--- src/rtl/stack_req_arbiter.sv ---
// stack_req_arbiter
// Two-requester round-robin arbiter and sequencer for a small stack/queue
// datapath. It tracks the stack occupancy so that only commands that can
// neither overflow nor underflow the stack are granted. It issues one stack
// command per grant and routes pop data back to the requester that asked.
//
// Cycle view of one transaction (E = the edge where valid&&ready is sampled):
//   IDLE     : reqN_ready is high for the winner; transfer happens at E.
//   ISSUE    : stk_valid/stk_ctl/stk_din are driven (registered at E).
//              occ updates at the end of this cycle.
//   POP_WAIT : pop only. The stack's registered stk_dout now holds the popped
//              word. reqN_rvalid pulses, and reqN_rdata shows that word.

module stack_req_arbiter #(
    parameter int  DEPTH = 3,
    parameter int  DW    = 16,
    localparam int OW    = $clog2(DEPTH + 1)
) (
    input  logic          clk,
    input  logic          rst,

    input  logic          req0_valid,
    input  logic [1:0]    req0_op,
    input  logic [DW-1:0] req0_data,
    output logic          req0_ready,
    output logic          req0_rvalid,
    output logic [DW-1:0] req0_rdata,

    input  logic          req1_valid,
    input  logic [1:0]    req1_op,
    input  logic [DW-1:0] req1_data,
    output logic          req1_ready,
    output logic          req1_rvalid,
    output logic [DW-1:0] req1_rdata,

    output logic          stk_valid,
    output logic [1:0]    stk_ctl,
    output logic [DW-1:0] stk_din,
    input  logic [DW-1:0] stk_dout,
    input  logic          stk_wait,

    output logic [OW-1:0] occ,
    output logic          full,
    output logic          empty,
    output logic          ovf_err
);

    typedef enum logic [1:0] {
        IDLE     = 2'd0,
        ISSUE    = 2'd1,
        POP_WAIT = 2'd2
    } state_t;

    // Command encoding shared by the requesters and the stack.
    localparam logic [1:0] OP_POP       = 2'b00;
    localparam logic [1:0] OP_PUSH_BYTE = 2'b01;
    localparam logic [1:0] OP_PUSH_WORD = 2'b10;
    localparam logic [1:0] OP_PUSH_PAIR = 2'b11;

    state_t        state;
    logic          last_grant;   // id of the most recent winner
    logic          id_q;         // owner of the command in flight
    logic [DW-1:0] rdata0_q;     // last pop word delivered to requester 0
    logic [DW-1:0] rdata1_q;     // last pop word delivered to requester 1

    logic          elig0;
    logic          elig1;
    logic          grant0;
    logic          grant1;
    logic [OW-1:0] occ_issue;    // occupancy after the command in ISSUE

    // A command is eligible when it fits in the registered occupancy:
    // pops need an entry, single pushes need one free slot, pair pushes two.
    function automatic logic op_eligible(input logic [1:0] op, input logic [OW-1:0] cnt);
        logic ok;
        case (op)
            OP_POP:       ok = (cnt != '0);
            OP_PUSH_PAIR: ok = (int'(cnt) <= DEPTH - 2);
            default:      ok = (int'(cnt) <= DEPTH - 1);
        endcase
        return ok;
    endfunction

    // Eligibility and round-robin winner selection; grants only in IDLE.
    always_comb begin
        // NOTE: every signal assigned here gets a default first, so no path
        // through the block leaves one unassigned and no latch is inferred.
        elig0  = req0_valid && op_eligible(req0_op, occ);
        elig1  = req1_valid && op_eligible(req1_op, occ);
        grant0 = 1'b0;
        grant1 = 1'b0;
        if (state == IDLE && !rst) begin
            if (elig0 && elig1) begin
                // Both qualify: the one that did not win last time goes now.
                grant0 = last_grant;
                grant1 = !last_grant;
            end else begin
                // At most one qualifies: it wins regardless of priority.
                grant0 = elig0;
                grant1 = elig1;
            end
        end
    end

    // Occupancy after the command currently on the stack interface.
    always_comb begin
        occ_issue = occ;
        case (stk_ctl)
            OP_POP:                     occ_issue = occ - OW'(1);
            OP_PUSH_BYTE, OP_PUSH_WORD: occ_issue = occ + OW'(1);
            OP_PUSH_PAIR:               occ_issue = occ + OW'(2);
            default:                    occ_issue = occ;
        endcase
    end

    assign req0_ready = grant0;
    assign req1_ready = grant1;

    assign full  = (occ == OW'(DEPTH));
    assign empty = (occ == '0);

    // During POP_WAIT the stack's registered output already holds the popped
    // word, so the owner sees it in the same cycle as its rvalid strobe; the
    // holding register captures it at the end of that cycle.
    assign req0_rdata = (state == POP_WAIT && !id_q) ? stk_dout : rdata0_q;
    assign req1_rdata = (state == POP_WAIT &&  id_q) ? stk_dout : rdata1_q;

    // Sequencer FSM with registered stack command and return strobes.
    always_ff @(posedge clk or posedge rst) begin
        if (rst) begin
            state       <= IDLE;
            last_grant  <= 1'b1;
            id_q        <= 1'b0;
            occ         <= '0;
            stk_valid   <= 1'b0;
            stk_ctl     <= OP_POP;
            stk_din     <= '0;
            req0_rvalid <= 1'b0;
            req1_rvalid <= 1'b0;
            rdata0_q    <= '0;
            rdata1_q    <= '0;
            ovf_err     <= 1'b0;
        end else begin
            // NOTE: state is updated with non-blocking assignments so every
            // register here samples the values from before this edge.
            req0_rvalid <= 1'b0;
            req1_rvalid <= 1'b0;

            if (stk_wait) begin
                ovf_err <= 1'b1;
            end

            case (state)
                IDLE: begin
                    if (grant0 || grant1) begin
                        id_q       <= grant1;
                        last_grant <= grant1;
                        stk_valid  <= 1'b1;
                        stk_ctl    <= grant1 ? req1_op   : req0_op;
                        stk_din    <= grant1 ? req1_data : req0_data;
                        state      <= ISSUE;
                    end
                end

                ISSUE: begin
                    occ       <= occ_issue;
                    stk_valid <= 1'b0;
                    stk_ctl   <= OP_POP;
                    stk_din   <= '0;
                    if (stk_ctl == OP_POP) begin
                        req0_rvalid <= !id_q;
                        req1_rvalid <=  id_q;
                        state       <= POP_WAIT;
                    end else begin
                        state <= IDLE;
                    end
                end

                POP_WAIT: begin
                    if (id_q) begin
                        rdata1_q <= stk_dout;
                    end else begin
                        rdata0_q <= stk_dout;
                    end
                    state <= IDLE;
                end

                default: begin
                    state <= IDLE;
                end
            endcase
        end
    end

    // Structural invariants of the sequencer.
    a_one_grant : assert property (@(posedge clk) disable iff (rst)
        !(req0_ready && req1_ready));
    a_occ_range : assert property (@(posedge clk) disable iff (rst)
        int'(occ) <= DEPTH);
    a_cmd_issue : assert property (@(posedge clk) disable iff (rst)
        stk_valid == (state == ISSUE));

endmodule

--- config.mk ---
export PLATFORM = sky130hd
export DESIGN_NAME = stack_req_arbiter
export DESIGN_NICKNAME = d
export VERILOG_FILES = /design/src/rtl/stack_req_arbiter.sv
export SDC_FILE = /design/constraint.sdc
export NUM_CORES = 1
export LEC_CHECK = 0
export ABC_AREA = 0
export CAP_MARGIN = 20
export CORE_UTILIZATION = 39
export DETAILED_ROUTE_END_ITERATION = 6
export PLACE_DENSITY = 0.77
export SLEW_MARGIN = 20
export SYNTH_ARGS = -nofsm -noshare
export SYNTH_HDL_FRONTEND = slang
export SYNTH_SLANG_ARGS = --single-unit
--- constraint.sdc ---
create_clock -name clk -period 1.9 [get_ports clk]
set_input_delay 0.285 -clock clk [delete_from_list [all_inputs] [get_ports clk]]
set_output_delay 0.285 -clock clk [all_outputs]
set_load 0.02 [all_outputs]
==> flow_summary.ini, run 1 <==
[run_status]
status = complete, but fails checks
failed_checks = setup timing

[clock_network]
clkTransAtPathRegs_ps = 70
cts_tree = built
cts_buffers = 9
clk_latency_ps = 330
cts_buffer_depth = 2
root_buffer = clkbuf_8
hold_buffers = 0
htreeDepth = 3
clkSinkCount = 60

[setup_path]
cp-start-kind = input pin
cp_num_buf_inv = 3
path_cells = clkdlybuf4s50_1, inv_1, ha_1, a221o_1, nand3_1, o21a_2, buf_6
crit_arrival_ps = 1780
ff2ff_setup_slack_ps = -90
cp_max_fo = 3
crit_required_ps = 1620
critical-path-max-stage-delay_ps = 500
worstSetupPathType = input pin to primary output
regToRegEndpoint = stk_din[10]
end_kind = primary output
crit_family = buffers and inverters
r2r_cells = 9
reg2reg_from = occ[0]
cp_slowest_cell = clkdlybuf4s50_1

[timing]
finalHoldViolCount = 0
setup_violations = 45
slew_violations = 0
post-route-min-period_ps = 2060
fmax_ghz = 0.485
finalClockSkew_ps = 5.14
setup_slack_ps = -160
tns_ps = -3950
rsz0062_at_grt = yes
worstMarginPinSlew_ps = 390
slew_headroom_pct = 74.0
period_share_pct = 108

[floorplanning]
die_w_um = 86.8
fp.dieArea_um2 = 7530
rows = 30
die_h_um = 86.8
io_pins = 117
initial_core_util_pct = 40.8
coreArea_um2 = 6870

[routing]
drt-initial-drc-count = 44
via_count = 2516
viasPerCell = 5.11
routed_wl_mm = 8.28
wl_per_cell_um = 16.8
drc = 0
ant_nets = 0
first_pass_iters = 4

[layout]
drive_gt1_share_pct = 40.9
flow.area_growth_from_synthesis_pct = 75.6
num-nets-final = 458
diodes = 0

[min_path]
min_path_type = input pin to flop
hold_end = stk_ctl[1]
min_path_cells = 3
hp-start = req0_op[1]

[place]
dp_hpwl_mm = 5.15
port_buffers = 116
gp_congestion = 0.820

[global_routing]
grt_max_degree = 32
grt_usage_pct = 22.1
grt_pass1_vias = 2622
gr-total-overflow = 0
antenna_found_initial = 0
grt_first_pass_wirelength_mm = 12.6

[pwr]
total_power_mw = 8.02
p_leak_nw = 2.19
powerDensity_nw_per_um2 = 1630
vdd_ir_drop_max_mv = 0.718

[synth]
synth_top_area_share_pct = 52.7
synth_area_um2 = 2800
synthTopCellsByArea = dfrtp_1, mux2_2, a211oi_1
synth_cell_types = 34
synth_area_leader_cell = dfrtp_1
synthCells = 237
syn_nets = 304
ys_ff_latch = 60
syn_area_per_cell_um2 = 11.8
yosys_warnings = 0
yosysSeqAreaShare_pct = 53.6

[run]
max_cap_viol_count = 0
## layout by cell type, fill, tap and decap left out, types with 2 or more instances in the layout
cell type        count
inv_1                6
dfrtp_1             57
buf_4               33
nand3_1             19
a211oi_2            12
clkinv_2             2
clkdlybuf4s50_1     77
clkbuf_8            10
dfrtp_2              2
buf_12               4
nand2_1              5
inv_2                4
ha_1                 6
buf_6               39
a21o_1               3
mux2_4              32
inv_4                2
a211oi_1             7
nor2_1               2
nor2_2               2
ha_4                 4
dlygate4sd2_1        5
clkinvlp_4           2
o21ai_0             21
a31oi_1             18
## what timing repair did
action	4_1_cts	5_1_grt
setup buffers	14	5
cloned	2	0
setup endpoints to repair	58	56
gates resized for setup	220	37
hold endpoints to repair	0	0
pin swaps	5	1
## worst min-delay path: cells and delay by family
family	cells	cell delay (ps)
buf+inv	1	250
compound gates	2	180
## kinds of logic (layout without fill, tap and decap cells)
group / after synthesis / in the layout / synth area share [%]
AOI/OAI and AO/OA: 66 / 66 / 15.2
adders and majority gates: 10 / 10 / 4.47
buffers and inverters: 28 / 187 / 5.31
DFF: 60 / 60 / 53.6
muxes: 32 / 32 / 12.9
and+or+nand+nor: 41 / 41 / 8.53
## cells in the mapped netlist (all sizes together)
cell type / n
clkbuf: 6
o21a: 1
dfrtp: 59
a21boi: 1
a31oi: 18
and4: 1
nand4: 1
dfstp: 1
o21ai: 21
mux2: 32
or2: 2
a221o: 1
buf: 10
ha: 10
nand2: 5
nand3b: 1
inv: 12
nor2: 6
nand2b: 2
nor3b: 1
nor3: 2
a211oi: 19
nand3: 19
and2: 1
a221oi: 2
a21o: 3
## area by class of cell
cell class,instances,area (um^2)
Clock inverter,6,63.8
Tap cell,96,120
Clock buffer,10,138
Multi-Input combinational cell,149,1430
Fill cell,472,1950
Sequential cell,60,1510
Inverter,12,50.0
Timing Repair Buffer,159,1610
## worst max path at each step
stage	start	endpoint	slack [ps]	cells past startpoint
floorplan	occ[1]	stk_ctl[0]	-70	10
global placement	req0_op[0]	req0_ready	-740	8
detailed placement	req0_op[0]	req0_ready	-740	8
CTS	occ[0]	req0_ready	-180	7
global route	occ[1]	req1_ready	-250	7
finish	req1_op[1]	req0_ready	-160	7
## state kept, by name (all words and copies together) (netlist names)
name / flops
rdata1_q: 16
last_grant: 1
stk_ctl: 2
rdata0_q: 16
id_q: 1
occ: 2
stk_din: 16
ovf_err: 1
req1_rvalid: 1
stk_valid: 1
req0_rvalid: 1
state: 2
## power breakdown
group	internal [mW]	switching [mW]	total [mW]
Sequential	1.89	0.317	2.21
Combinational	2.48	2.16	4.65
Clock	0.638	0.531	1.17
Total	5.01	3.01	8.02
## through the flow
stage          hold slack [ps]  cells  util (%)  instance area [um^2]  worst slack [ps]
4_1_cts                    412    489      69.8                  4790              -181
5_1_grt                    428    492      71.6                  4920              -249
3_3_place_gp               454    458      63.4                  4360              -738
2_1_floorplan              394    237         -                  2970             -65.2
3_5_place_dp               472    458      63.4                  4360              -739
6_report                   427    492      71.6                  4920              -160
## layer usage
| layer | global-route usage [%] | vias to the layer above | share of wire, % |
|---|---|---|---|
| li1 | - | 1174 | - |
| met1 | 26.8 | 1227 | 42 |
| met2 | 36.5 | 105 | 48 |
| met3 | 7.33 | 10 | 8.5 |
| met4 | 8.33 | 0 | 1.2 |
| met5 | 0 | - | 0 |
Note: power is estimated with default switching activity, not from simulation.
==> run 2: changes to the inputs <==
Settings changed: ABC_AREA 0 to 1.
==> flow_summary.ini, run 2 <==
[clock_network]
cts_tree = built
htreeDepth = 3
cts_buffer_depth = 2
clkSinkCount = 60
hold_buffers = 0
root_buffer = clkbuf_8
cts_buffers = 9
clk_latency_ps = 330
clkTransAtPathRegs_ps = 70

[timing]
slew_violations = 0
worst_hold_slack_ps = 464
setup_violations = 20
worstMarginPinSlew_ps = 434
rsz0062_at_grt = yes
slew_headroom_pct = 71.0
period_share_pct = 106
fmax_ghz = 0.496
tns_ps = -613
finalClockSkew_ps = 7.27
finalHoldViolCount = 0
post-route-min-period_ps = 2020
setup_slack_ps = -116

[setup_path]
crit_family = buffers and inverters
ff2ff_setup_slack_ps = -50
r2r_cells = 14
cp_slowest_cell = clkdlybuf4s50_1
crit_required_ps = 1620
crit_arrival_ps = 1730
end_kind = primary output
path_cells = clkdlybuf4s50_1, inv_1, ha_4, a21boi_4, buf_4, a31oi_1, buf_4
cp_num_buf_inv = 4
crit_top_cell = buf_4
cp-start-kind = input pin
worstSetupPathType = input pin to primary output
critical-path-max-stage-delay_ps = 480
reg2reg_from = occ[0]
regToRegEndpoint = stk_ctl[0]
cp_max_fo = 2

[place]
port_buffers = 116
gp_congestion = 0.870
dp_hpwl_mm = 5.60
place_ws_ps = -697
placed_cells = 584
dpl_cell_area_um2 = 4440

[floorplanning]
coreArea_um2 = 6910
fp.dieArea_um2 = 7630
die_h_um = 87.4
die_w_um = 87.4
rows = 30
initial_core_util_pct = 41.1
io_pins = 117

[synth]
syn_nets = 407
synth-async-reset-ratio_pct = 100
synthTopCellsByArea = dfrtp_1, nand2_1, inv_1
synth_cell_types = 26
synthCells = 340
ys_ff_latch = 60
synth.most_common_cell = nand2_1
synth_area_um2 = 2840
synth_ff_type = dfrtp_1
synth_area_leader_cell = dfrtp_1
synth_top_area_share_pct = 52.0
yosys-top-cells-count = nand2_1, inv_1, dfrtp_1
yosys_warnings = 0
yosysSeqAreaShare_pct = 52.9
synth_enable_flop_cells = 0
syn_area_per_cell_um2 = 8.36

[run_status]
status = complete, but fails checks
failed_checks = setup timing

[pwr]
pwr-share-comb_pct = 56.9
p_sw_mw = 3.10
vdd_ir_drop_max_mv = 0.912
switching_share_pct = 40.2
total_power_mw = 7.71
p_leak_nw = 2.57
power_frac_seq_pct = 28.2
p_int_mw = 4.61
powerDensity_nw_per_um2 = 1590
p_clk_share_pct = 14.9

[layout]
final_core_util_pct = 70.2
num-nets-final = 579
layout_commonest_cell = nand2_1
stdcell_area_um2 = 4850
layout.cells.non_filler = 613
flow.area_growth_from_synthesis_pct = 70.5
diodes = 0
layout_common_cells = nand2_1, clkdlybuf4s50_1, buf_4, inv_1, dfrtp_1
largest_registers = rdata0_q x16, rdata1_q x16, stk_din x16
drive_gt1_share_pct = 28.0

[global_routing]
grt_pass1_vias = 2779
antenna_found_initial = 0
gr-total-overflow = 0
grt_usage_pct = 22.2
grt_first_pass_wirelength_mm = 12.9
grt_max_degree = 33

[routing]
viasPerCell = 4.63
drt-initial-drc-count = 100
wl_per_cell_um = 13.5
routed_wl_mm = 8.27
drc = 0
ant_nets = 0
via_count = 2837
first_pass_iters = 4

[min_path]
min_path_type = flop to flop
hold_end = ovf_err
hp-start = ovf_err
min_path_cells = 1

[run]
max_cap_viol_count = 0
run 2: cell types whose count changed in the layout (fill, tap and decap cells not counted), moves of 19 or more:
cell / change
o21ai_0: -20
buf_4: +30
nand2_1: +86
mux2_4: -32
buf_6: -33
nand3_1: +19
o21ai_1: +31
inv_1: +52
run 2: final cells by class:
cell class / count / area, um^2
clock buffer: 12 / 155
clock inverter: 4 / 47.5
fill: 585 / 2060
inverter: 66 / 250
multi-input combinational: 201 / 1170
sequential: 60 / 1510
tap: 96 / 120
timing repair buffer: 174 / 1600
run 2: power by group through the flow:
stage	Sequential [mW]	Clock [mW]	Combinational, mW
after floorplan	2.40	0	1.69
after global placement	2.15	0	4.09
after detailed placement	2.17	0	4.18
after CTS	2.17	1.18	4.35
after global routing	2.24	1.24	4.72
final	2.18	1.15	4.38
run 2: worst max-delay path by stage:
stage	startpoint	end	depth (start not counted)
floorplan	rst	occ[0]	1
global placement	req1_op[0]	req1_ready	9
detailed placement	req1_op[0]	req1_ready	9
CTS	occ[1]	req1_ready	8
global route	occ[1]	req0_ready	9
finish	req1_op[1]	req0_ready	7
run 2: repair_timing:
item | CTS | global route
buffers inserted | 8 | 3
setup endpoints to repair | 46 | 52
gates resized for setup | 205 | 62
pin swaps | 8 | 7
cloned | 1 | 1
run 2: routing by layer:
layer / global-route usage (%) / vias up / part of all wire (%)
li1: - / 1401 / -
met1: 26.2 / 1319 / 40
met2: 38.8 / 97 / 52
met3: 5.78 / 20 / 4.2
met4: 8.35 / 0 / 2.9
met5: 0 / - / 0
run 2: kinds of logic (layout without fill, tap and decap cells):
| group | after synthesis | count (layout) | share of synthesized area (%) |
|---|---|---|---|
| adder cells (fa/ha/maj) | 10 | 10 | 4.40 |
| AO/OA/AOI/OAI | 43 | 43 | 8.06 |
| buffers and inverters | 79 | 256 | 11.4 |
| flip-flops | 60 | 60 | 52.9 |
| AND/OR/NAND/NOR | 148 | 148 | 23.2 |
run 2: worst reg2reg max path, stage by stage (launching register included):
cell and delay, ps:
dfrtp_2 450, inv_2 80, ha_4 170, inv_2 70
a21oi_2 60, nand2_2 110, nand3_2 90, buf_4 160
buf_4 140, nand2_4 80, nor2_4 40, buf_6 140
buf_16 140, nand2_1 70, nand2_1 60
==> run 3: changes to the inputs <==
Settings changed: CORE_MARGIN set to 1, CORE_UTILIZATION 39 to 40, CTS_BUF_LIST set to sky130_fd_sc_hd__clkbuf_4 sky130_fd_sc_hd__clkbuf_8, PLACE_DENSITY 0.77 to 0.78.
==> flow_summary.ini, run 3 (synthesized netlist as in run 2, its figures left out) <==
[global_routing]
antenna_found_initial = 0
grt_usage_pct = 22.9
grt_first_pass_wirelength_mm = 13.1
grt_max_degree = 33
grt_pass1_vias = 2902
gr-total-overflow = 0

[routing]
viasPerCell = 4.72
drt-initial-drc-count = 135
via_count = 2843
routed_wl_mm = 8.39
drc = 0
ant_nets = 0
wl_per_cell_um = 13.9
first_pass_iters = 4

[place]
port_buffers = 116
dp_hpwl_mm = 5.59
gp_congestion = 0.829
placed_cells = 580

[clock_network]
cts_buffer_depth = 2
htreeDepth = 3
root_buffer = clkbuf_8
hold_buffers = 0
clkTransAtPathRegs_ps = 70
clk_latency_ps = 320
cts_tree = built
cts_buffers = 9
clkSinkCount = 60

[pwr]
total_power_mw = 7.87
p_leak_nw = 2.53
powerDensity_nw_per_um2 = 1630
vdd_ir_drop_max_mv = 0.797

[setup_path]
cp_max_fo = 4
end_kind = primary output
cp_num_buf_inv = 3
path_cells = ha_2, a21boi_2, buf_4, nand3_2, nand2_2, inv_1, buf_6
cp-start-kind = flop
crit_cells = 7
crit_family = flip-flops
cp_slowest_cell = dfrtp_2
r2r_cells = 9
crit_required_ps = 1620
crit_arrival_ps = 1670
worstSetupPathType = flop to primary output
critical-path-max-stage-delay_ps = 450

[layout]
layout_commonest_cell = nand2_1
num-nets-final = 569
fillerInstances = 520
layout_common_cells = nand2_1, clkdlybuf4s50_1, buf_4, inv_1, dfrtp_1
flow.area_growth_from_synthesis_pct = 70.1
layout.cells.non_filler = 602
drive_gt1_share_pct = 31.0
largest_registers = rdata0_q x16, rdata1_q x16, stk_din x16
diodes = 0

[timing]
setup_slack_ps = -56.7
slew_headroom_pct = 71.9
period_share_pct = 103
finalHoldViolCount = 0
slew_violations = 0
worstMarginPinSlew_ps = 419
rsz0062_at_grt = yes
post-route-min-period_ps = 1960
fmax_ghz = 0.511
setup_violations = 2
finalClockSkew_ps = 3.52

[floorplanning]
io_pins = 117
initial_core_util_pct = 41.6
die_h_um = 86.3
rows = 30
die_w_um = 86.3
fp.dieArea_um2 = 7450
coreArea_um2 = 6830

[run_status]
failed_checks = setup timing
status = complete, but fails checks

[run]
max_cap_viol_count = 0

[min_path]
min_path_type = input pin to asynchronous set/reset pin
[run 3: changes by cell type in the layout (fill, tap and decap cells not counted), sizes merged]
cell,change
buf,-10
bufinv,+2
clkbuf,-2
clkdlybuf4s50,-1
clkinvlp,-1
dlygate4sd2,+4
dlymetal6s2s,-3
[run 3: power breakdown]
| part | total (mW) | leakage, nW | switching (mW) | internal, mW |
|---|---|---|---|---|
| Clock | 1.38 | 0.122 | 0.483 | 0.895 |
| Combinational | 4.31 | 1.67 | 2.34 | 1.97 |
| Sequential | 2.18 | 0.733 | 0.292 | 1.89 |
[run 3: per-stage QoR]
step                instance area, um^2  setup slack [ps]  hold WS, ps  setup TNS [ps]  util (%)
finish                             4830             -56.7          452            -107      70.8
global route                       4830              -138          493            -320      70.8
CTS                                4660             -75.7          445            -130      68.2
detailed placement                 4410              -715          454          -11710      64.6
global placement                   4410              -627          450           -8260      64.6
floorplan                          2850           -0.0531          394          -0.106         -
[run 3: repair_timing]
item / in CTS / in global routing
setup endpoints to repair: 53 / 40
cloned: 1 / 1
pin swaps: 14 / 5
resized for setup: 228 / 56
buffers inserted: 3 / 2
hold endpoints to repair: 0 / 0
[run 3: cell type report]
| cell class | count | area (um^2) | share of cell area, % |
|---|---|---|---|
| repair buffers | 164 | 1510 | 31.3 |
| clock buffers | 10 | 138 | 2.85 |
| multi-input cells | 201 | 1210 | 24.9 |
| flip-flops and latches | 60 | 1510 | 31.2 |
| clock inverters | 5 | 100 | 2.07 |
| inverters | 66 | 250 | 5.18 |
| well taps | 96 | 120 | 2.48 |
[run 3: worst register-to-register path, cell delays in order (launching register included)]
cell	delay (ps)
dfrtp_2	450
ha_2	240
a21boi_2	230
buf_4	160
nand3_1	140
nand2_2	160
nor2_4	50
buf_12	170
nand2_1	70
nand2_1	50
[run 3: metal layers]
layer	wire [um]	up-vias	global-route usage (%)
met4	372	0	13.2
met1	3400	1347	26.5
met3	304	32	3.52
li1	-	1381	-
met5	0	-	0
met2	4300	83	40.4
[run 3: path summary, 6_finish.rpt]
| kind | from | end | slack (ps) |
|---|---|---|---|
| hold / removal | rst | rdata1_q[10] | 450 |
| min in group clk | ovf_err | ovf_err | 460 |
| hold reg to reg | ovf_err | ovf_err | 460 |
| setup / recovery | occ[0] | req1_ready | -60 |
| max in group asynchronous | rst | last_grant | 950 |
| setup reg to reg | occ[0] | stk_din[7] | 60 |
